[src/rtl/alu_psr_writeback_if.sv]
// alu_psr_writeback_if: bundles the ALU-result handshake, the PSR restore
// port, the register-file write port and the status outputs of the
// execute-to-writeback stage.
// "slave" is the stage's own view. "master" is the view of the surrounding
// ALU/register-file environment.
interface alu_psr_writeback_if #(
  parameter int AW = 4,
  parameter int DW = 16
);
  // ALU result handshake
  logic          in_valid;
  logic          in_ready;
  logic [3:0]    in_opcode;
  logic [DW-1:0] in_result;
  logic [4:0]    in_flags;
  logic [AW-1:0] in_rdest;
  // software PSR restore
  logic          psr_load;
  logic [4:0]    psr_wdata;
  // register-file write port
  logic          wb_valid;
  logic [AW-1:0] wb_addr;
  logic [DW-1:0] wb_data;
  logic          rf_ready;
  // status back to the ALU / software
  logic [4:0]    psr;
  logic          carry_out;
  logic          illegal_op;

  modport slave (
    input  in_valid, in_opcode, in_result, in_flags, in_rdest,
    input  psr_load, psr_wdata, rf_ready,
    output in_ready, wb_valid, wb_addr, wb_data, psr, carry_out, illegal_op
  );

  modport master (
    output in_valid, in_opcode, in_result, in_flags, in_rdest,
    output psr_load, psr_wdata, rf_ready,
    input  in_ready, wb_valid, wb_addr, wb_data, psr, carry_out, illegal_op
  );
endinterface

[src/rtl/alu_psr_writeback.sv]
// alu_psr_writeback: execute-to-writeback stage behind the 16-bit ALU.
// Updates the 5-bit PSR ([0]N [1]L [2]F [3]C [4]Z) through a per-opcode
// flag mask and queues register-file writes in a DEPTH-entry circular
// buffer that drains through a ready-gated write port.
// Optional macro ALU_PSR_CARRY_BYPASS_EN: when defined, carry_out forwards
// the accepted op's raw carry in the same cycle, so carry chains can run
// back to back. When it is undefined, carry_out is always psr[3].
module alu_psr_writeback #(
  parameter int DEPTH = 2,
  parameter int AW    = 4,
  parameter int DW    = 16
) (
  input logic               clk,
  input logic               reset,
  alu_psr_writeback_if.slave bus
);

  localparam int PW = (DEPTH > 1) ? $clog2(DEPTH) : 1;
  localparam int CW = $clog2(DEPTH + 1);
  localparam logic [CW-1:0] DEPTH_C = CW'(DEPTH);

  // decoded opcode class
  typedef struct packed {
    logic       wb;       // result goes to the register file
    logic       illegal;  // undefined opcode
    logic [4:0] mask;     // PSR bits that take the raw flags
  } op_info_t;

  // Maps an ALU opcode to its writeback/mask class. 1010 is not a defined
  // ALU operation, so it is treated like 0000.
  function automatic op_info_t decode_op(input logic [3:0] op);
    op_info_t info;
    case (op)
      4'b0110, 4'b0100:          info = '{wb: 1'b1, illegal: 1'b0, mask: 5'b11000};
      4'b0101, 4'b0111, 4'b1001: info = '{wb: 1'b1, illegal: 1'b0, mask: 5'b10100};
      4'b1011, 4'b1000:          info = '{wb: 1'b0, illegal: 1'b0, mask: 5'b00011};
      4'b0001, 4'b0010, 4'b0011: info = '{wb: 1'b1, illegal: 1'b0, mask: 5'b10000};
      4'b1100, 4'b1101,
      4'b1110, 4'b1111:          info = '{wb: 1'b1, illegal: 1'b0, mask: 5'b00000};
      default:                   info = '{wb: 1'b0, illegal: 1'b1, mask: 5'b00000};
    endcase
    return info;
  endfunction

  // state
  logic [PW-1:0] rd_ptr_q, rd_ptr_d;
  logic [PW-1:0] wr_ptr_q, wr_ptr_d;
  logic [CW-1:0] count_q, count_d;
  logic [AW-1:0] addr_mem_q [DEPTH];
  logic [DW-1:0] data_mem_q [DEPTH];
  logic          in_ready_q, in_ready_d;
  logic          wb_valid_q, wb_valid_d;
  logic [AW-1:0] wb_addr_q, wb_addr_d;
  logic [DW-1:0] wb_data_q, wb_data_d;
  logic [4:0]    psr_q, psr_d;
  logic          illegal_q, illegal_d;

  // handshake / decode
  op_info_t info_s;
  logic     accept_s;
  logic     push_s;
  logic     pop_s;
  logic     carry_s;

  // Decode the incoming opcode and derive accept/push/pop strobes.
  always_comb begin
    info_s   = decode_op(bus.in_opcode);
    accept_s = bus.in_valid & in_ready_q;
    push_s   = accept_s & info_s.wb;
    pop_s    = wb_valid_q & bus.rf_ready;
  end

  // Next pointers and occupancy. A push and a pop together leave count unchanged.
  always_comb begin
    rd_ptr_d = rd_ptr_q;
    wr_ptr_d = wr_ptr_q;
    count_d  = count_q;
    if (pop_s) begin
      rd_ptr_d = rd_ptr_q + PW'(1);
    end else begin
      rd_ptr_d = rd_ptr_q;
    end
    if (push_s) begin
      wr_ptr_d = wr_ptr_q + PW'(1);
    end else begin
      wr_ptr_d = wr_ptr_q;
    end
    if (push_s && !pop_s) begin
      count_d = count_q + CW'(1);
    end else if (pop_s && !push_s) begin
      count_d = count_q - CW'(1);
    end else begin
      count_d = count_q;
    end
  end

  // in_ready depends only on the next occupancy, never on rf_ready directly.
  always_comb begin
    in_ready_d = (count_d < DEPTH_C);
    wb_valid_d = (count_d != '0);
  end

  // Next head entry. The entry being pushed becomes the head when it lands in
  // the slot the read pointer points at next (empty buffer, or a single
  // entry popped in the same cycle). Otherwise the head comes from storage.
  always_comb begin
    wb_addr_d = addr_mem_q[rd_ptr_d];
    wb_data_d = data_mem_q[rd_ptr_d];
    if (push_s && (wr_ptr_q == rd_ptr_d)) begin
      wb_addr_d = bus.in_rdest;
      wb_data_d = bus.in_result;
    end else begin
      wb_addr_d = addr_mem_q[rd_ptr_d];
      wb_data_d = data_mem_q[rd_ptr_d];
    end
  end

  // PSR next state: a restore wins over the accepted op's flag update.
  always_comb begin
    psr_d = psr_q;
    if (bus.psr_load) begin
      psr_d = bus.psr_wdata;
    end else if (accept_s) begin
      psr_d = (psr_q & ~info_s.mask) | (bus.in_flags & info_s.mask);
    end else begin
      psr_d = psr_q;
    end
  end

  // Sticky flag for undefined opcodes.
  always_comb begin
    illegal_d = illegal_q;
    if (accept_s && info_s.illegal) begin
      illegal_d = 1'b1;
    end else begin
      illegal_d = illegal_q;
    end
  end

`ifdef ALU_PSR_CARRY_BYPASS_EN
  // Forward the raw carry of an accepted carry-writing op in the same cycle.
  always_comb begin
    carry_s = psr_q[3];
    if (accept_s && info_s.mask[3] && !bus.psr_load) begin
      carry_s = bus.in_flags[3];
    end else begin
      carry_s = psr_q[3];
    end
  end
`else
  // Carry to the ALU comes straight from the registered PSR.
  always_comb begin
    carry_s = psr_q[3];
  end
`endif

  // Buffer storage write on push. Reset also clears the queued data.
  always_ff @(posedge clk or posedge reset) begin
    if (reset) begin
      for (int i = 0; i < DEPTH; i++) begin
        addr_mem_q[i] <= '0;
        data_mem_q[i] <= '0;
      end
    end else if (push_s) begin
      addr_mem_q[wr_ptr_q] <= bus.in_rdest;
      data_mem_q[wr_ptr_q] <= bus.in_result;
    end
  end

  // Pointer, occupancy and handshake registers.
  always_ff @(posedge clk or posedge reset) begin
    if (reset) begin
      rd_ptr_q   <= '0;
      wr_ptr_q   <= '0;
      count_q    <= '0;
      in_ready_q <= 1'b1;
    end else begin
      rd_ptr_q   <= rd_ptr_d;
      wr_ptr_q   <= wr_ptr_d;
      count_q    <= count_d;
      in_ready_q <= in_ready_d;
    end
  end

  // Registered write-port outputs, holding the head entry.
  always_ff @(posedge clk or posedge reset) begin
    if (reset) begin
      wb_valid_q <= 1'b0;
      wb_addr_q  <= '0;
      wb_data_q  <= '0;
    end else begin
      wb_valid_q <= wb_valid_d;
      wb_addr_q  <= wb_addr_d;
      wb_data_q  <= wb_data_d;
    end
  end

  // PSR and sticky illegal-opcode registers.
  always_ff @(posedge clk or posedge reset) begin
    if (reset) begin
      psr_q     <= 5'b00000;
      illegal_q <= 1'b0;
    end else begin
      psr_q     <= psr_d;
      illegal_q <= illegal_d;
    end
  end

  assign bus.in_ready   = in_ready_q;
  assign bus.wb_valid   = wb_valid_q;
  assign bus.wb_addr    = wb_addr_q;
  assign bus.wb_data    = wb_data_q;
  assign bus.psr        = psr_q;
  assign bus.carry_out  = carry_s;
  assign bus.illegal_op = illegal_q;

endmodule
[src/flat_wrapper.sv]
// flat-port wrapper written by rule: the top's interface ports become plain ports
module alu_psr_writeback_flat 
#(
  parameter int DEPTH = 2,
  parameter int AW    = 4,
  parameter int DW    = 16
)
  (clk, reset, bus_in_valid, bus_in_opcode, bus_in_result, bus_in_flags, bus_in_rdest, bus_psr_load, bus_psr_wdata, bus_rf_ready, bus_in_ready, bus_wb_valid, bus_wb_addr, bus_wb_data, bus_psr, bus_carry_out, bus_illegal_op);
  alu_psr_writeback_if #(.AW(AW), .DW(DW)) bus_i ();
  input logic clk;
  input logic reset;
  input wire logic [$bits(bus_i.in_valid)-1:0] bus_in_valid;
  input wire logic [$bits(bus_i.in_opcode)-1:0] bus_in_opcode;
  input wire logic [$bits(bus_i.in_result)-1:0] bus_in_result;
  input wire logic [$bits(bus_i.in_flags)-1:0] bus_in_flags;
  input wire logic [$bits(bus_i.in_rdest)-1:0] bus_in_rdest;
  input wire logic [$bits(bus_i.psr_load)-1:0] bus_psr_load;
  input wire logic [$bits(bus_i.psr_wdata)-1:0] bus_psr_wdata;
  input wire logic [$bits(bus_i.rf_ready)-1:0] bus_rf_ready;
  output wire logic [$bits(bus_i.in_ready)-1:0] bus_in_ready;
  output wire logic [$bits(bus_i.wb_valid)-1:0] bus_wb_valid;
  output wire logic [$bits(bus_i.wb_addr)-1:0] bus_wb_addr;
  output wire logic [$bits(bus_i.wb_data)-1:0] bus_wb_data;
  output wire logic [$bits(bus_i.psr)-1:0] bus_psr;
  output wire logic [$bits(bus_i.carry_out)-1:0] bus_carry_out;
  output wire logic [$bits(bus_i.illegal_op)-1:0] bus_illegal_op;
  assign bus_i.in_valid = bus_in_valid;
  assign bus_i.in_opcode = bus_in_opcode;
  assign bus_i.in_result = bus_in_result;
  assign bus_i.in_flags = bus_in_flags;
  assign bus_i.in_rdest = bus_in_rdest;
  assign bus_i.psr_load = bus_psr_load;
  assign bus_i.psr_wdata = bus_psr_wdata;
  assign bus_i.rf_ready = bus_rf_ready;
  assign bus_in_ready = bus_i.in_ready;
  assign bus_wb_valid = bus_i.wb_valid;
  assign bus_wb_addr = bus_i.wb_addr;
  assign bus_wb_data = bus_i.wb_data;
  assign bus_psr = bus_i.psr;
  assign bus_carry_out = bus_i.carry_out;
  assign bus_illegal_op = bus_i.illegal_op;
  alu_psr_writeback #(.DEPTH(DEPTH), .AW(AW), .DW(DW)) u_core (.clk(clk), .reset(reset), .bus(bus_i));
endmodule
[config.mk]
export PLATFORM = sky130hd
export DESIGN_NAME = alu_psr_writeback_flat
export DESIGN_NICKNAME = d
export VERILOG_FILES = /design/src/rtl/alu_psr_writeback_if.sv /design/src/rtl/alu_psr_writeback.sv /design/src/flat_wrapper.sv
export SDC_FILE = /design/constraint.sdc
export NUM_CORES = 1
export LEC_CHECK = 0
export CAP_MARGIN = 10
export CORE_ASPECT_RATIO = 1.4
export CORE_MARGIN = 2
export CORE_UTILIZATION = 45
export DETAILED_ROUTE_END_ITERATION = 6
export PLACE_DENSITY = 0.72
export RECOVER_POWER = 50
export SLEW_MARGIN = 20
export SYNTH_ARGS = -nofsm -noshare
export SYNTH_HDL_FRONTEND = slang
export SYNTH_SLANG_ARGS = --single-unit
export TNS_END_PERCENT = 10
[constraint.sdc]
create_clock -name clk -period 5.3 [get_ports clk]
set_input_delay 1.06 -clock clk [delete_from_list [all_inputs] [get_ports clk]]
set_output_delay 1.06 -clock clk [all_outputs]
set_load 0.01 [all_outputs]
==> results.yml, run 1 <==
setup_path:
  critical_path.startpoint_type: "primary input"
  r2r_slack_ps: 3020
  path_max_fanout: 48
  crit_slowest_cell: "clkinvlp_2"
  path_buf_inv: 3
  cp.arrival_ps: 3830
  crit_family: "buffers and inverters"
  critPathRequiredTime_ps: 5550
  max_stage_delay_ps: 1170
  end_kind: "async pin"
  crit_chain: "dlygate4sd3_1 > clkinvlp_2 > clkbuf_1"
  crit_type: "primary input to async pin"
grt:
  grt_max_degree: 49
  antenna_found_initial: 0
  grt_pass1_vias: 2462
  gr-total-overflow: 0
  grt_use_total: 0.188
  grt_pass1_wl_um: 10800
yosys:
  yosysTopAreaCell: "dfrtp_1"
  synth-xor-area-share: 0.0139
  syn_inst: 326
  synth_seq_area_share: 0.572
  synth_top_family_by_area: "simple AND/OR/NAND/NOR gates"
  ys_ff_latch: 72
  muxShareOfSynthArea: 0.0270
  syn_area_um2: 3150
  yosysTopAreaCellShare: 0.563
  yosys.area_share.adder: 0.0159
  yosys_warnings: 0
  synth_area_leaders: "dfrtp_1, nand2_1, a32oi_1"
  syn_avg_cell_area_um2: 9.67
  synth-compound-area-share: 0.113
  synth-simple-area-share: 0.214
  synthDistinctLibCells: 35
  syn_nets: 369
detailed_routing:
  num_vias: 2529
  avgViaCountPerCell: 5.19
  postRouteAntennaNets: 0
  drt_pass1_iterations: 4
  routed_wl_um: 6720
  wl_per_cell_um: 13.8
  post-route-drc-count: 0
  drtIter0Drc: 138
floorplan:
  dieWidth_um: 74.7
  core_um2: 6890
  die_y_um: 103
  die_area_um2: 7700
  io_pins: 68
  rows: 36
  initial_core_util: 0.458
sta:
  worst_slack_ps: 1710
  post-route-min-period_ps: 3590
  finalClockSkew_ps: 7.84
  hold_viol: 0
  tightest_slew_ps: 2040
  fin_setup_tns_ps: 0
  slew_headroom: -0.370
  drv_slew: 49
  rsz0062_at_grt: "no"
  fmax_mhz: 279
  setup_violations: 0
  finalCritPeriodShare: 0.676
status:
  violations: "max-capacitance violations, max-slew violations"
  status: "complete, but fails checks"
final_layout:
  drive_above_1_share: 0.0816
  nFillCells: 628
  antenna_cells: 0
  final_util: 0.596
  area_delta_synth_final_pct: 30.2
  nets: 431
cts:
  postCtsSetupBuffers: 0
  cts.sinks: 72
  hold_buffers: 0
  cts_buffers: 9
  cts-resized-gates: 0
  ctsLongestPathBuffers: 2
  clk_latency_ps: 340
  cts_root_buf: "clkbuf_8"
  cts_tree: "built"
  clkTransAtPathRegs_ps: 70
  htreeDepth: 3
power:
  p_leak_nw: 1.91
  power.density_nw_per_um2: 561
  max-vdd-ir-drop_v: 0.000279
place:
  io_buffers: 67
  hpwl_um: 4410
  place_ws_ps: 1650
  gp_congestion: 0.719
flow_run:
  drv_cap: 1
hold_path:
  hold_path_class: "flop to flop"
[cells by family (layout without fill, tap and decap cells)]
kind of cell / Yosys count / in the layout
simple gates: 163 / 163
xor+xnor: 5 / 5
compound gates: 49 / 49
mux: 8 / 8
fa+ha+maj: 4 / 4
flops: 72 / 72
buf+inv: 25 / 91
[state kept, by name, indices dropped and copies added, names as in the netlist, named ones only]
name	count
u_core.wr_ptr_q	1
u_core.addr_mem_q	8
u_core.count_q	2
u_core.bus.wb_data	16
u_core.bus.wb_addr	4
u_core.rd_ptr_q	1
u_core.bus.in_ready	1
u_core.bus.wb_valid	1
u_core.data_mem_q	32
u_core.bus.illegal_op	1
[metal layers]
| metal | part of all wire | vias to the layer above | GRT usage |
|---|---|---|---|
| met1 | 0.42 | 1240 | 0.227 |
| met2 | 0.51 | 70 | 0.311 |
| li1 | - | 1207 | - |
| met3 | 0.051 | 12 | 0.0411 |
| met4 | 0.019 | 0 | 0.0975 |
| met5 | 0 | - | 0 |
[power by group]
part	leakage [nW]	internal (W)	switching [W]
sequential	0.878	0.000803	0.0000992
clock	0.115	0.000323	0.000199
combinational	0.921	0.000388	0.000493
[final timing paths]
kind	start	endpoint	cells past startpoint
min in group asynchronous	reset	u_core.bus.wb_valid	2
min reg2reg	u_core.bus.illegal_op	u_core.bus.illegal_op	2
max in group clk	bus_in_opcode[0]	u_core.bus.wb_data[8]	9
max reg2reg	u_core.bus.in_ready	u_core.bus.wb_data[8]	6
max	reset	u_core.bus.wb_addr[3]	3
min	u_core.bus.illegal_op	u_core.bus.illegal_op	2
[cell type report]
cell class              count  area [um2]  area share
clock buffers              10         138      0.0335
clock inverters             5         105      0.0256
inverters                   6        23.8     0.00579
multi-input cells         229        1230       0.299
flip-flops and latches     72        1800       0.439
well taps                  95         119      0.0289
repair buffers             70         689       0.168
[worst reg2reg max path: stages (launching register included)]
cell	delay [ps]
dfstp_2	530
nand2_1	190
a21oi_4	340
and2_1	450
buf_4	380
a21oi_1	150
a32oi_1	170
[synth_stat cells (all sizes together)]
library cell,n
a21boi,1
o21ai,3
inv,6
and3,1
o31ai,1
nor3,7
mux2,4
nand2,134
mux2i,4
dfrtp,71
ha,4
dfstp,1
or3,2
and2,1
nand3,5
xnor2,3
nor4b,1
nand2b,1
nor2,6
nor4,4
a32oi,17
a21o,5
xor2,2
a21oi,22
or2,1
clkbuf,3
buf,16
[through the flow]
stage / hold slack [ps] / power, W / instances / instance area [um2]
after floorplan: 433 / 0.00147 / 326 / 3150
after global placement: 446 / 0.00177 / 472 / 3870
after detailed placement: 452 / 0.00181 / 472 / 3870
after CTS: 471 / 0.00234 / 487 / 4110
after global routing: 483 / 0.00246 / 487 / 4110
final: 461 / 0.00230 / 487 / 4110
[cell usage in the layout (no fill, tap or decap), types with 2 or more instances in the layout]
cell type        netlist  final
nor2_1                 4      4
a21oi_4                2      2
mux2_2                 4      4
xnor2_1                3      3
nand3_1                5      5
or3_1                  2      2
o21ai_0                3      3
ha_1                   4      4
dlygate4sd3_1          0     15
buf_4                  4      2
dfrtp_1               71     71
bufinv_16              0      3
clkbuf_8               0     10
nand2_1              132    132
clkinvlp_4             0      2
a32oi_1               17     17
mux2i_1                4      4
nor3_1                 7      7
inv_1                  6      5
nand2_2                2      2
nor4_1                 4      4
clkdlybuf4s50_1        0     52
a21o_1                 4      4
a21oi_1               20     20
Note: power is estimated with default switching activity, not from simulation.
==> run 2: changes to the inputs <==
- PLACE_DENSITY: 0.72 -> 0.75
- clock period: 5.3 -> 3.2 ns (I/O delays scaled with it)
==> results.yml, run 2 (synthesis results as in run 1) <==
grt:
  grt_max_degree: 45
  grt_pass1_vias: 2505
  grt_pass1_wl_um: 11000
  antenna_found_initial: 0
  gr-total-overflow: 0
  grt_use_total: 0.186
cts:
  cts.sinks: 72
  clk_latency_ps: 340
  htreeDepth: 3
  postCtsSetupBuffers: 0
  cts_tree: "built"
  hold_buffers: 0
  cts_root_buf: "clkbuf_8"
  cts_buffers: 9
  cts-resized-gates: 0
  clkTransAtPathRegs_ps: 70
  ctsLongestPathBuffers: 2
final_layout:
  area_delta_synth_final_pct: 31.1
  final_common_cell: "nand2_1"
  fin_cells: 495
  antenna_cells: 0
  final_cell_mix: "nand2_1, dfrtp_1, clkdlybuf4s50_1"
  drive_above_1_share: 0.0975
  nets: 438
  largest_reg_flops: 32
  largest_register: "u_core.data_mem_q"
  nFillCells: 616
power:
  p_leak_nw: 1.95
  power.density_nw_per_um2: 909
  max-vdd-ir-drop_v: 0.000473
place:
  gp_congestion: 0.746
  place_ws_ps: 373
  hpwl_um: 4500
  io_buffers: 67
  dp_cells: 479
floorplan:
  dieWidth_um: 74.7
  core_um2: 6890
  initial_core_util: 0.458
  die_y_um: 103
  io_pins: 68
  rows: 36
  die_area_um2: 7700
detailed_routing:
  num_vias: 2544
  postRouteAntennaNets: 0
  wl_per_cell_um: 13.5
  routed_wl_um: 6670
  post-route-drc-count: 0
  drtIter0Drc: 132
  drt_pass1_iterations: 4
  avgViaCountPerCell: 5.14
status:
  violations: "max-capacitance violations, max-slew violations"
  status: "complete, but fails checks"
setup_path:
  path_max_fanout: 11
  critPathRequiredTime_ps: 3450
  crit_chain: "dlygate4sd3_1 > inv_1 > ha_1 > or2_4 > a21o_4 > nor2_4 > buf_4 > nand2_1 > a32oi_1"
  crit_slowest_cell: "dlygate4sd3_1"
  crit_family: "buffers and inverters"
  crit_type: "primary input to flop"
  end_kind: "flop"
  critical_path.startpoint_type: "primary input"
  cp.arrival_ps: 2820
  path_buf_inv: 3
  max_stage_delay_ps: 580
sta:
  rsz0062_at_grt: "no"
  worst_slack_ps: 631
  slew_headroom: -0.0162
  setup_violations: 0
  tightest_slew_ps: 1520
  finalClockSkew_ps: 6.34
  hold_viol: 0
  finalCritPeriodShare: 0.803
  post-route-min-period_ps: 2570
  drv_slew: 29
  fmax_mhz: 389
  fin_setup_tns_ps: 0
hold_path:
  hold_path_class: "flop to flop"
flow_run:
  drv_cap: 1
[run 2: cell types whose count changed in the layout (fill, tap and decap cells not counted), sizes merged]
cell	change
clkinv	+3
inv	+1
bufinv	-1
clkbuf	+1
clkinvlp	-2
buf	+6
[run 2: worst paths after layout]
kind	start	depth (start not counted)	end	slack, ps
setup / recovery	bus_in_opcode[0]	9	u_core.bus.wb_addr[3]	630
hold / removal	u_core.data_mem_q[19]	2	u_core.data_mem_q[19]	470
setup reg to reg	u_core.bus.in_ready	6	u_core.bus.wb_addr[3]	1330
hold reg to reg	u_core.data_mem_q[19]	2	u_core.data_mem_q[19]	470
max in group asynchronous	reset	3	async pin	1040
min in group asynchronous	reset	3	u_core.bus.wb_data[1]	1100
[run 2: where the power goes]
part / leakage (nW) / switching, W / total (W) / internal [W]
clock network: 0.112 / 0.000328 / 0.000783 / 0.000456
logic: 0.964 / 0.000817 / 0.00148 / 0.000662
registers: 0.878 / 0.000164 / 0.00149 / 0.00133
[run 2: area by class of cell]
type / instances / area [um2] / area share
clock buffers: 10 / 138 / 0.0333
repair buffers: 77 / 739 / 0.179
clock inverters: 6 / 82.6 / 0.0200
inverters: 6 / 22.5 / 0.00545
well taps: 95 / 119 / 0.0288
flip-flops and latches: 72 / 1800 / 0.436
multi-input cells: 229 / 1230 / 0.297
[run 2: metrics by stage]
stage                     power, W   util  hold WS, ps  area, um2
after CTS                  0.00382  0.601          470       4140
after global placement     0.00295  0.569          443       3920
final                      0.00376  0.600          466       4130
after floorplan            0.00244      -          433       3150
after detailed placement   0.00302  0.569          451       3920
after global routing       0.00403  0.600          491       4130
[run 2: worst reg2reg max path: cells and delay by family (launching register included)]
kind	cells	cell delay [ps]
DFF	1	530
buffers and inverters	1	250
AOI/OAI and AO/OA	2	490
and+or+nand+nor	3	500
[run 2: metal layers]
metal,up-vias,track usage,part of all wire
met5,-,0,0
met4,0,0.0687,0.016
met3,9,0.0528,0.066
met2,89,0.315,0.49
met1,1214,0.225,0.42
li1,1232,-,-
